<file path="src/rtl/xosera_bus_ctrl.sv">
// Asynchronous 8-bit host bus to 16-bit register file bridge.
// Latency: write request 1 clk after synchronized start; read data on bus_data_o 3 clk after start.
// Backpressure: one pending write is held until reg_wr_ready_i; a further odd-byte write is dropped and flagged.
module xosera_bus_ctrl #(
    parameter int SYNC_STAGES = 2
) (
    input  logic        clk,
    input  logic        reset_n_i,
    input  logic        bus_cs_n_i,
    input  logic        bus_rd_nwr_i,
    input  logic        bus_bytesel_i,
    input  logic [3:0]  bus_reg_num_i,
    input  logic [7:0]  bus_data_i,
    output logic [7:0]  bus_data_o,
    output logic        reg_wr_valid_o,
    input  logic        reg_wr_ready_i,
    output logic [3:0]  reg_wr_num_o,
    output logic [15:0] reg_wr_data_o,
    output logic [3:0]  reg_rd_num_o,
    input  logic [15:0] reg_rd_data_i,
    output logic        reg_rd_done_o,
    output logic        overrun_o
);

    typedef enum logic [1:0] {
        IDLE     = 2'd0,
        WR_ACC   = 2'd1,
        RD_FETCH = 2'd2,
        RD_ACC   = 2'd3
    } state_t;

    state_t state, state_nxt;

    logic [SYNC_STAGES-1:0] cs_sync;
    logic [SYNC_STAGES-1:0] rw_sync;
    logic [SYNC_STAGES-1:0] fill_sh;
    logic                   cs_s;
    logic                   rw_s;
    logic                   cs_prev;
    logic                   armed;
    logic                   acc_start;
    logic                   acc_end;

    logic                   cap_bytesel;
    logic [3:0]             cap_reg_num;
    logic [7:0]             hi_hold;
    logic [15:0]            rd_buf;
    logic                   rd_first;

    logic                   rd_num_ld;
    logic                   buf_ld;
    logic                   done_nxt;
    logic                   wr_start;
    logic                   wr_odd;
    logic                   wr_accept;

    assign cs_s = cs_sync[SYNC_STAGES-1];
    assign rw_s = rw_sync[SYNC_STAGES-1];

    // fill_sh marks when the chain holds pin samples rather than reset values, so a
    // cs_n held low across reset release must first be seen high before a start counts.
    always_ff @(posedge clk or negedge reset_n_i) begin
        if (!reset_n_i) begin
            cs_sync <= '1;
            rw_sync <= '0;
            fill_sh <= '0;
            cs_prev <= 1'b1;
            armed   <= 1'b0;
        end else begin
            cs_sync <= {cs_sync[SYNC_STAGES-2:0], bus_cs_n_i};
            rw_sync <= {rw_sync[SYNC_STAGES-2:0], bus_rd_nwr_i};
            fill_sh <= {fill_sh[SYNC_STAGES-2:0], 1'b1};
            cs_prev <= cs_s;
            armed   <= armed | (fill_sh[SYNC_STAGES-1] & cs_s);
        end
    end

    assign acc_start = armed & cs_prev & ~cs_s;
    assign acc_end   = ~cs_prev & cs_s;

    always_ff @(posedge clk or negedge reset_n_i) begin
        if (!reset_n_i) begin
            state <= IDLE;
        end else begin
            state <= state_nxt;
        end
    end

    always_comb begin
        state_nxt = state;
        rd_num_ld = 1'b0;
        buf_ld    = 1'b0;
        done_nxt  = 1'b0;
        case (state)
            IDLE: begin
                if (acc_start) begin
                    state_nxt = rw_s ? RD_FETCH : WR_ACC;
                end
            end
            WR_ACC: begin
                if (acc_end) begin
                    state_nxt = IDLE;
                end
            end
            RD_FETCH: begin
                rd_num_ld = 1'b1;
                state_nxt = acc_end ? IDLE : RD_ACC;
            end
            RD_ACC: begin
                buf_ld = rd_first;
                if (acc_end) begin
                    state_nxt = IDLE;
                    done_nxt  = cap_bytesel;
                end
            end
            default: state_nxt = IDLE;
        endcase
    end

    // Bus fields are stable for the whole access, so the start cycle uses them directly.
    assign wr_start  = (state == IDLE) && acc_start && !rw_s;
    assign wr_odd    = wr_start && bus_bytesel_i;
    assign wr_accept = !reg_wr_valid_o || reg_wr_ready_i;

    always_ff @(posedge clk or negedge reset_n_i) begin
        if (!reset_n_i) begin
            cap_bytesel <= 1'b0;
            cap_reg_num <= '0;
        end else if ((state == IDLE) && acc_start) begin
            cap_bytesel <= bus_bytesel_i;
            cap_reg_num <= bus_reg_num_i;
        end
    end

    always_ff @(posedge clk or negedge reset_n_i) begin
        if (!reset_n_i) begin
            hi_hold        <= '0;
            reg_wr_valid_o <= 1'b0;
            reg_wr_num_o   <= '0;
            reg_wr_data_o  <= '0;
            overrun_o      <= 1'b0;
        end else begin
            if (wr_start && !bus_bytesel_i) begin
                hi_hold <= bus_data_i;
            end
            if (wr_odd && wr_accept) begin
                reg_wr_valid_o <= 1'b1;
                reg_wr_num_o   <= bus_reg_num_i;
                reg_wr_data_o  <= {hi_hold, bus_data_i};
            end else if (reg_wr_ready_i) begin
                reg_wr_valid_o <= 1'b0;
            end
            if (wr_odd && !wr_accept) begin
                overrun_o <= 1'b1;
            end
        end
    end

    always_ff @(posedge clk or negedge reset_n_i) begin
        if (!reset_n_i) begin
            reg_rd_num_o  <= '0;
            rd_buf        <= '0;
            rd_first      <= 1'b0;
            bus_data_o    <= '0;
            reg_rd_done_o <= 1'b0;
        end else begin
            if (rd_num_ld) begin
                reg_rd_num_o <= cap_reg_num;
            end
            if (buf_ld) begin
                rd_buf <= reg_rd_data_i;
            end
            rd_first      <= (state == RD_FETCH) && !acc_end;
            bus_data_o    <= cap_bytesel ? rd_buf[7:0] : rd_buf[15:8];
            reg_rd_done_o <= done_nxt;
        end
    end

endmodule

</file>
<file path="config.mk">
export PLATFORM = sky130hd
export DESIGN_NAME = xosera_bus_ctrl
export DESIGN_NICKNAME = d
export VERILOG_FILES = /design/src/rtl/xosera_bus_ctrl.sv
export SDC_FILE = /design/constraint.sdc
export NUM_CORES = 1
export LEC_CHECK = 0
export ABC_CLOCK_PERIOD_IN_PS = 3800
export CAP_MARGIN = 20
export CORE_MARGIN = 2
export CORE_UTILIZATION = 30
export CTS_CLUSTER_DIAMETER = 150
export DETAILED_ROUTE_END_ITERATION = 7
export PLACE_DENSITY = 0.55
export SLEW_MARGIN = 20
export SYNTH_ARGS = -nofsm -noshare
export SYNTH_HDL_FRONTEND = slang
export SYNTH_SLANG_ARGS = --single-unit
</file>
<file path="constraint.sdc">
create_clock -name clk -period 3.8 [get_ports clk]
set_input_delay 0.76 -clock clk [delete_from_list [all_inputs] [get_ports clk]]
set_output_delay 0.76 -clock clk [all_outputs]
set_load 0.01 [all_outputs]
</file>
# Word-level counts from Yosys, hierarchy flattened
# Cells that the tools add are included.
[totals]
inputBits = 34
output_inout_bits = 35
wordCells = 59
register_bits = 75
[op_classes]
mux = 12
bitwise_logic = 7
n_reduce_logical = 17
n_eq_ne = 5
[ops]
columns = ["cell", "n"]
rows = [
  ["$mux W2", 4],
  ["$mux W8", 1],
  ["$logic_and A1 B1 Y1", 7],
  ["$mux W1", 6],
  ["$pmux W2 S3", 1],
  ["$logic_not A1 Y1", 5],
  ["$and A1 B1 Y1", 4],
  ["$eq A2 B2 Y1 const B", 2],
  ["$eq A2 B1 Y1 const B", 1],
  ["$logic_not A2 Y1", 1],
  ["$ne A2 B1 Y1 const B", 1],
  ["$ne A2 B2 Y1 const B", 1],
  ["$not A1 Y1", 2],
  ["$reduce_and A2 Y1", 1],
  ["$reduce_bool A2 Y1", 1],
  ["$reduce_or A2 Y1", 1],
  ["$logic_or A1 B1 Y1", 1],
  ["$or A1 B1 Y1", 1],
]

# Longest topological paths before layout
# Gate-level depths: netlist of run 1.
[depth]
depth_word = 7
mapped_depth = 4
mapped_depth_nobuf = 3

# Least setup slack after synthesis of run 1
# Ideal clock, no wire load.
[synth_timing]
kind = "input to register"
start = "in reg_wr_ready_i"
end = "reg reg_wr_data_o[0]"
setup_slack_ns = 2.170
setup_time_ns = 0.125
t_required_ns = 3.675
arrival_ns = 1.505
n_path_buf = 1
path_stages = 4
path_cell_list = "nand2b_1 nand4_2 buf_6 mux2_4"
[synth_via]
elab_chain_cells = 2
[synth_rtl]
columns = ["element", "line", "rtl"]
rows = [
  ["from (decl)", "16", "input logic reg_wr_ready_i,"],
  ["$logic_or A1 B1 Y1", "123", "assign wr_accept = !reg_wr_valid_o || reg_wr_ready_i;"],
  ["$logic_and A1 B1 Y1", "146", "if (wr_odd && wr_accept) begin"],
  ["to (signal assigned)", "149", "reg_wr_data_o <= {hi_hold, bus_data_i};"],
  ["to (decl)", "18", "output logic [15:0] reg_wr_data_o,"],
]
# Every way passes these cells.
# A chain may end at the register's enable or synchronous reset.

# Worst setup path after layout of run 1
[layout_timing]
start = "in reg_wr_ready_i"
end = "reg reg_wr_num_o[1]"
[layout_via]
elab_chain_cells = 2
[layout_rtl]
columns = ["element", "line", "rtl"]
rows = [
  ["$logic_or A1 B1 Y1", "123", ""],
  ["$logic_and A1 B1 Y1", "146", ""],
  ["to (signal assigned)", "148", "reg_wr_num_o <= bus_reg_num_i;"],
  ["to (decl)", "17", "output logic [3:0] reg_wr_num_o,"],
]
# Every way passes these cells.

==> metrics.md, run 1 <==
| Metric | Value |
|---|---|
| First-pass GRT wire length | 8252 um |
| Routed len/inst | 14.07 um |
| Clock-pin slew on the worst setup and hold paths | 0.07 ns |
| CP Launch Type | primary input |
| Vias in the first global route | 1618 |
| RSZ-0062 raised after global routing | false |
| Fin crit share | 66.62% |
| PD cells | 672.9 mW/mm^2 |
| Number of synthesized register bits | 75 |
| Worst hold path type | register to register |
| N_diodes | 0 |
| Clock root buffer | clkbuf_8 |
| Final HPWL DP | 3309 um |
| Htree depth | 3 |
| Most common cell in the netlist | dfrtp_1 |
| Clk_skew | 0.01075 ns |
| CTS buffer count | 9 |
| EDFF count, synth | 0 |
| Antenna-violating nets left | 0 |
| Min-Delay Startpoint | fill_sh[0] |
| Mapped Cells | 162 |
| Total grt overflow | 0 |
| CP endpoint kind | register |
| Io pins | 69 |
| Initial antenna violation count | 0 |
| Filler instances | 857 |
| Sink Count | 75 |
| Starting Density | 30.82% |
| Rows | 35 |
| Peak Freq | 0.3950 GHz |
| Die extent in y | 101.2 um |
| Area share of the leading cell type in the synthesized netlist | 63.58% |
| Crit path kind | primary input to register |
| Synthesized area | 0.002834 sq mm |
| Starting DRT DRC Count | 53 |
| Global placement routability congestion | 0.6859 |
| Largest buffer count on any clock path | 2 |
| Crit path DAT | 2.75 ns |
| TNS Setup | 0 ns |
| Drt via density | 4.405 |
| Post-synth top cells | dfrtp_1, mux2_2, mux2_4 |
| Cell Count, Final, Fillers Out | 353 |
| WP data required | 4.02 ns |
| Area growth, synth to finish | 34.75% |
| Worst-Skew Late Latency | 0.34 ns |
| Status | completed |
| Post-synthesis cell type count | 25 |
| Slew @ Worst Pin | 0.9886 ns |
| Clk pwr share | 24.3% |
| DP Cell Count | 337 |
| Gate power share | 28.7% |
| Post-CTS sizing | 0 |
| First drt pass iteration count | 2 |
| Crit path time final | 2.532 ns |
| P_sw | 0.6458 mW |
| FF-to-FF Start | cs_prev |
| R2R cell count | 3 |
| Max-Cap Viols | 0 |
| Proportion of layout cells with a drive suffix above 1 | 33.47% |
| R2R setup slack | 1.53 ns |
| Largest cells by area after synthesis | dfrtp_1, mux2_2, mux2_4 |
| Die W | 101.2 um |
| Leakage power | 1.685 nW |
| P_int | 1.924 mW |
| CP Max Fanout | 20 |
| Full die area | 0.01024 sq mm |
| Sw frac | 25.13% |
| Register area share after synthesis | 66.36% |
| Worst Hold End | fill_sh[1] |
| Largest net degree at the start of global routing | 76 |
| Post-synth net total | 196 |
| Final Hold Fails | 0 |
| FF-to-FF End | reg_wr_num_o[1] |
| # hold bufs at CTS | 0 |
| # setup viols final | 0 |
| Net count, final | 271 |
| DR vias | 1555 |
| DRC Markers | 0 |
| Rel. slew slack | 33.94% |
| Yosys warning count | 0 |
| Share of synthesized registers carrying an async set or reset | 100.0% |
| Hold Path Depth | 0 |
| TritonCTS clock tree | done |
| CORE AREA | 0.009196 sq mm |
| Cell taking the most area after synthesis | dfrtp_1 |
| Sequential share of power | 47.0% |
| Post-CTS setup buffer count | 0 |
| Mean Syn Cell Area | 17.49 sq um |
| Final WL | 4968 um |
| Peak supply drop | 0.0002048 V |
| Port Buffers | 68 |
| Most common flop cell mapped by yosys | dfrtp_1 |
| Final slew viol count | 0 |
| GRT Resource Usage Total | 10.72% |
## metrics by stage
step | total power [mW] | util (%) | setup slack, ns | hold WS (ns) | area (sq um)
final | 2.570 | 41.52 | 1.268 | 0.3445 | 3819
after global routing | 2.737 | 41.52 | 1.164 | 0.3541 | 3819
after global placement | 1.964 | 39.29 | 0.9409 | 0.3327 | 3613
after detailed placement | 1.979 | 39.29 | 0.8854 | 0.3347 | 3613
after floorplan | 1.576 | - | 2.170 | 0.3312 | 2834
after CTS | 2.617 | 41.52 | 1.257 | 0.3503 | 3819
## cell type report
| type | instances | area, sq um | area share (%) |
|---|---|---|---|
| clock buffers | 13 | 158.9 | 4.161 |
| clock inverters | 3 | 46.29 | 1.212 |
| inverters | 1 | 3.754 | 0.09830 |
| multi-input cells | 82 | 912.1 | 23.89 |
| flip-flops and latches | 75 | 1881 | 49.25 |
| well taps | 111 | 138.9 | 3.637 |
| repair buffers | 68 | 678.2 | 17.76 |
## cells by family (layout without fill, tap and decap cells)
family,after synthesis,after routing,share of synthesized area (%)
compound gates,4,4,0.9711
buf+inv,5,85,1.457
flops,75,75,66.36
mux,61,61,26.89
other cells,1,1,0.1323
simple gates,16,16,4.194
## sequential cells by signal (all words and copies together) (netlist names), 2 cells and up
| name | cells |
|---|---|
| bus_data_o | 8 |
| cs_sync | 2 |
| reg_wr_data_o | 16 |
| rw_sync | 2 |
| reg_wr_num_o | 4 |
| fill_sh | 2 |
| state | 2 |
| rd_buf | 16 |
| reg_rd_num_o | 4 |
| cap_reg_num | 4 |
| hi_hold | 8 |
## power groups by stage
stage,Sequential (mW),Combinational [mW],Clock (mW)
floorplan,1.26,0.320,0
global placement,1.23,0.739,0
detailed placement,1.23,0.749,0
CTS,1.22,0.752,0.650
global route,1.25,0.792,0.692
finish,1.21,0.738,0.624
## routing by layer
metal / up-vias / routed length [um] / GRT usage [%]
met5: - / 0 / 0
met3: 9 / 208 / 3.244
met2: 33 / 2320 / 15.54
li1: 723 / - / -
met4: 0 / 94 / 5.301
met1: 790 / 2345 / 14.64
## worst max-delay path by stage
stage | to | slack [ns] | startpoint
after floorplan | reg_wr_data_o[0] | 2.17 | reg_wr_ready_i
after global placement | reg_wr_num_o[1] | 0.94 | reg_wr_ready_i
after detailed placement | reg_wr_data_o[0] | 0.89 | reg_wr_ready_i
after CTS | reg_wr_data_o[12] | 1.26 | reg_wr_ready_i
after global routing | reg_wr_num_o[1] | 1.16 | reg_wr_ready_i
final | reg_wr_num_o[1] | 1.27 | reg_wr_ready_i
## worst max-delay path: stages
cell             delay, ns
clkdlybuf4s50_1       0.45
nand2b_1              0.16
nand4_2               0.78
mux2_4                0.59
## placed cells by master (no fill, tap or decap), types with 2 or more instances in the layout
| cell | synthesis | final |
|---|---|---|
| dfstp_2 | 3 | 3 |
| o21bai_1 | 2 | 2 |
| mux2_2 | 39 | 39 |
| nand3_2 | 2 | 2 |
| clkdlybuf4s50_1 | 0 | 67 |
| clkbuf_1 | 1 | 2 |
| mux2_1 | 2 | 2 |
| nor2_1 | 2 | 2 |
| mux2_4 | 20 | 20 |
| nand2_1 | 2 | 2 |
| clkbuf_8 | 0 | 11 |
| dfrtp_1 | 72 | 72 |
Note: power is estimated with default switching activity, not from simulation.
==> run 2, diff against run 1 <==
--- a/config.mk
+++ b/config.mk
@@ -5,7 +5,7 @@
 export SDC_FILE = /design/constraint.sdc
 export NUM_CORES = 1
 export LEC_CHECK = 0
-export ABC_CLOCK_PERIOD_IN_PS = 3800
+export ABC_CLOCK_PERIOD_IN_PS = 2400
 export CAP_MARGIN = 20
 export CORE_MARGIN = 2
 export CORE_UTILIZATION = 30
==> constraint.sdc (replaced) <==
create_clock -name clk -period 2.4 [get_ports clk]
set_input_delay 0.48 -clock clk [delete_from_list [all_inputs] [get_ports clk]]
set_output_delay 0.48 -clock clk [all_outputs]
set_load 0.01 [all_outputs]
==> run 2 against run 1 <==
  * Worst hold slack lost 0.28 ns
  * Register-to-register slack got worse by 0.80 ns
  * Final cell count increased by 0.28%
  * Design area rose by 0.13%
  * Sequential cell count stayed put
  * Clock skew down 0.0019 ns
  * Die area unchanged
  * Wire length fell by 1.0%
  * Critical path depth down 3
  * Count of clock-buffer cells in the layout is 3 lower
  * Critical endpoint is now reg_wr_data_o[4]
==> metrics.md, run 2 (synthesis results as in run 1) <==
| Metric | Value |
|---|---|
| CP bufs+invs | 1 (unchanged) |
| Worst path cell trace | clkdlybuf4s50_1 |
| Final Hold Fails | 0 (unchanged) |
| R2R cell count | 4 (+1) |
| Worst-Skew Late Latency | 0.34 ns (about the same) |
| Max-Cap Viols | 0 (unchanged) |
| Rows | 35 (unchanged) |
| Net count, final | 273 (+0.74%) |
| Proportion of layout cells with a drive suffix above 1 | 34.16% (+0.69 points) |
| CP Max Fanout | 2 (-90%) |
| Final HPWL DP | 3484 um (+5.3%) |
| Full die area | 0.01024 sq mm (unchanged) |
| Final WL | 4917 um (-1.0%) |
| Starting Density | 30.82% (unchanged) |
| Post-CTS sizing | 0 (unchanged) |
| Largest regs | rd_buf x16, reg_wr_data_o x16 |
| DRC Markers | 0 (unchanged) |
| P_sw | 1.021 mW (+58%) |
| Clk pwr share | 22.8% (-1.5 points) |
| CORE AREA | 0.009196 sq mm (unchanged) |
| # setup viols final | 0 (unchanged) |
| Status | completed |
| Routed len/inst | 13.89 um (-1.3%) |
| Final worst slack | 0.6585 ns (-0.6098 ns) |
| First drt pass iteration count | 3 (+1) |
| RSZ-0062 raised after global routing | false |
| Antenna-violating nets left | 0 (unchanged) |
| CP endpoint kind | primary output |
| DR vias | 1536 (-1.2%) |
| # hold bufs at CTS | 0 (unchanged) |
| P_int | 2.980 mW (+55%) |
| Total grt overflow | 0 (unchanged) |
| Htree depth | 3 (unchanged) |
| Crit path DAT | 1.26 ns (-1.49 ns) |
| Slowest cell delay on critical path | 0.54 ns (-0.24 ns) |
| Initial antenna violation count | 0 (unchanged) |
| Peak supply drop | 0.0003351 V (+64%) |
| Io pins | 69 (unchanged) |
| First-pass GRT wire length | 8280 um (+0.34%) |
| CP Launch Type | register |
| Starting DRT DRC Count | 56 (+5.7%) |
| PD cells | 1046 mW/mm^2 (+56%) |
| Clk_skew | 0.008835 ns (-0.001915 ns) |
| Slowest CP cell | clkdlybuf4s50_1 |
| Port Buffers | 68 (unchanged) |
| R2R setup slack | 0.73 ns (-0.80 ns) |
| Sequential share of power | 47.8% (+0.8 points) |
| Global placement routability congestion | 0.6739 (-1.7%) |
| Worst hold path type | primary input to asynchronous set/reset pin |
| Drt via density | 4.339 (-1.5%) |
| Post-CTS setup buffer count | 0 (unchanged) |
| Fin crit share | 72.56% |
| TNS Setup | 0 ns (unchanged) |
| Clock-pin slew on the worst setup and hold paths | 0.08 ns (about the same) |
| Largest net degree at the start of global routing | 46 (-39%) |
| Final slew viol count | 0 (unchanged) |
| Finished Cell Area | 0.003824 sq mm (+0.13%) |
| Die extent in y | 101.2 um (unchanged) |
| CTS buffer count | 9 (unchanged) |
| Crit-path leading delay family | buffers and inverters |
| Leakage power | 1.687 nW (+0.11%) |
| Vias in the first global route | 1633 (+0.93%) |
| GRT Resource Usage Total | 10.83% (+0.12 points) |
| Crit path kind | register to primary output |
| Gate power share | 29.4% (+0.7 points) |
| Filler instances | 862 (+0.58%) |
| Commonest cells after routing, fill and taps aside | dfrtp_1, clkdlybuf4s50_1, mux2_2, mux2_4, clkbuf_8 |
| Post-place setup slack | 0.4105 ns (-0.4749 ns) |
| N_diodes | 0 (unchanged) |
| WP data required | 1.92 ns (-2.10 ns) |
| Placed cell areas | 0.003641 sq mm (+0.76%) |
| Peak Freq | 0.5742 GHz |
| Largest buffer count on any clock path | 2 (unchanged) |
| Sink Count | 75 (unchanged) |
| FF-to-FF End | reg_wr_data_o[7] |
| Sw frac | 25.52% (+0.39 points) |
| Die W | 101.2 um (unchanged) |
| Area growth, synth to finish | 34.92% |
| Commonest non-fill, non-tap cell in the layout | dfrtp_1 |
| TritonCTS clock tree | done |
| FF-to-FF Start | cs_sync[1] |
| Crit path time final | 1.741 ns |
| Clock root buffer | clkbuf_8 |
-- run 2: cell types whose count changed in the layout (fill, tap and decap cells not counted), sizes merged --
| cell | before | now |
|---|---|---|
| clkinvlp | 1 | 2 |
| clkbuf | 13 | 10 |
| clkinv | 1 | 2 |
| buf | 1 | 3 |
-- run 2: stage by stage --
| step | cells | util (%) | hold WS [ns] | total power, mW |
|---|---|---|---|---|
| 2_1_floorplan | 162 | - | 0.1844 | 2.495 |
| 3_3_place_gp | 339 | 39.59 | 0.3316 | 3.115 |
| 3_5_place_dp | 339 | 39.59 | 0.3347 | 3.140 |
| 4_1_cts | 354 | 41.58 | 0.06790 | 4.075 |
| 5_1_grt | 354 | 41.58 | 0.05744 | 4.269 |
| 6_report | 354 | 41.58 | 0.05969 | 4.001 |
-- run 2: routing by layer --
layer  up-vias  share of wire (%)  track usage, %
li1        731                  -               -
met1       759                 45           13.82
met2        34                 47           16.45
met3        12                5.1           3.589
met4         0                2.5           5.613
met5         -                  0               0
-- run 2: how the worst max path moves through the flow --
stage | end | cells after the start | slack, ns | start
final | reg_wr_data_o[4] | 1 | 0.66 | reg_wr_data_o[4]
after global routing | reg_wr_valid_o | 1 | 0.58 | reg_wr_valid_o
after CTS | reg_wr_valid_o | 1 | 0.62 | reg_wr_valid_o
after detailed placement | reg_wr_data_o[4] | 5 | 0.41 | reg_wr_ready_i
after global placement | reg_wr_num_o[1] | 5 | 0.42 | reg_wr_ready_i
after floorplan | reg_wr_data_o[0] | 4 | 0.95 | cs_prev
-- run 2: layout make-up --
class | instances | area, sq um | area share, %
Sequential cell | 75 | 1881 | 49.18
Clock buffer | 10 | 127.6 | 3.338
Clock inverter | 5 | 55.05 | 1.440
Tap cell | 111 | 138.9 | 3.632
Timing Repair Buffer | 70 | 705.7 | 18.46
Multi-Input combinational cell | 82 | 912.1 | 23.85
Inverter | 1 | 3.754 | 0.09817
-- run 2: power groups by stage --
stage | Clock (mW) | Sequential [mW] | Combinational, mW
floorplan | 0 | 1.99 | 0.506
global placement | 0 | 1.94 | 1.18
detailed placement | 0 | 1.94 | 1.20
CTS | 0.955 | 1.92 | 1.20
global route | 1.03 | 1.97 | 1.26
finish | 0.912 | 1.91 | 1.18
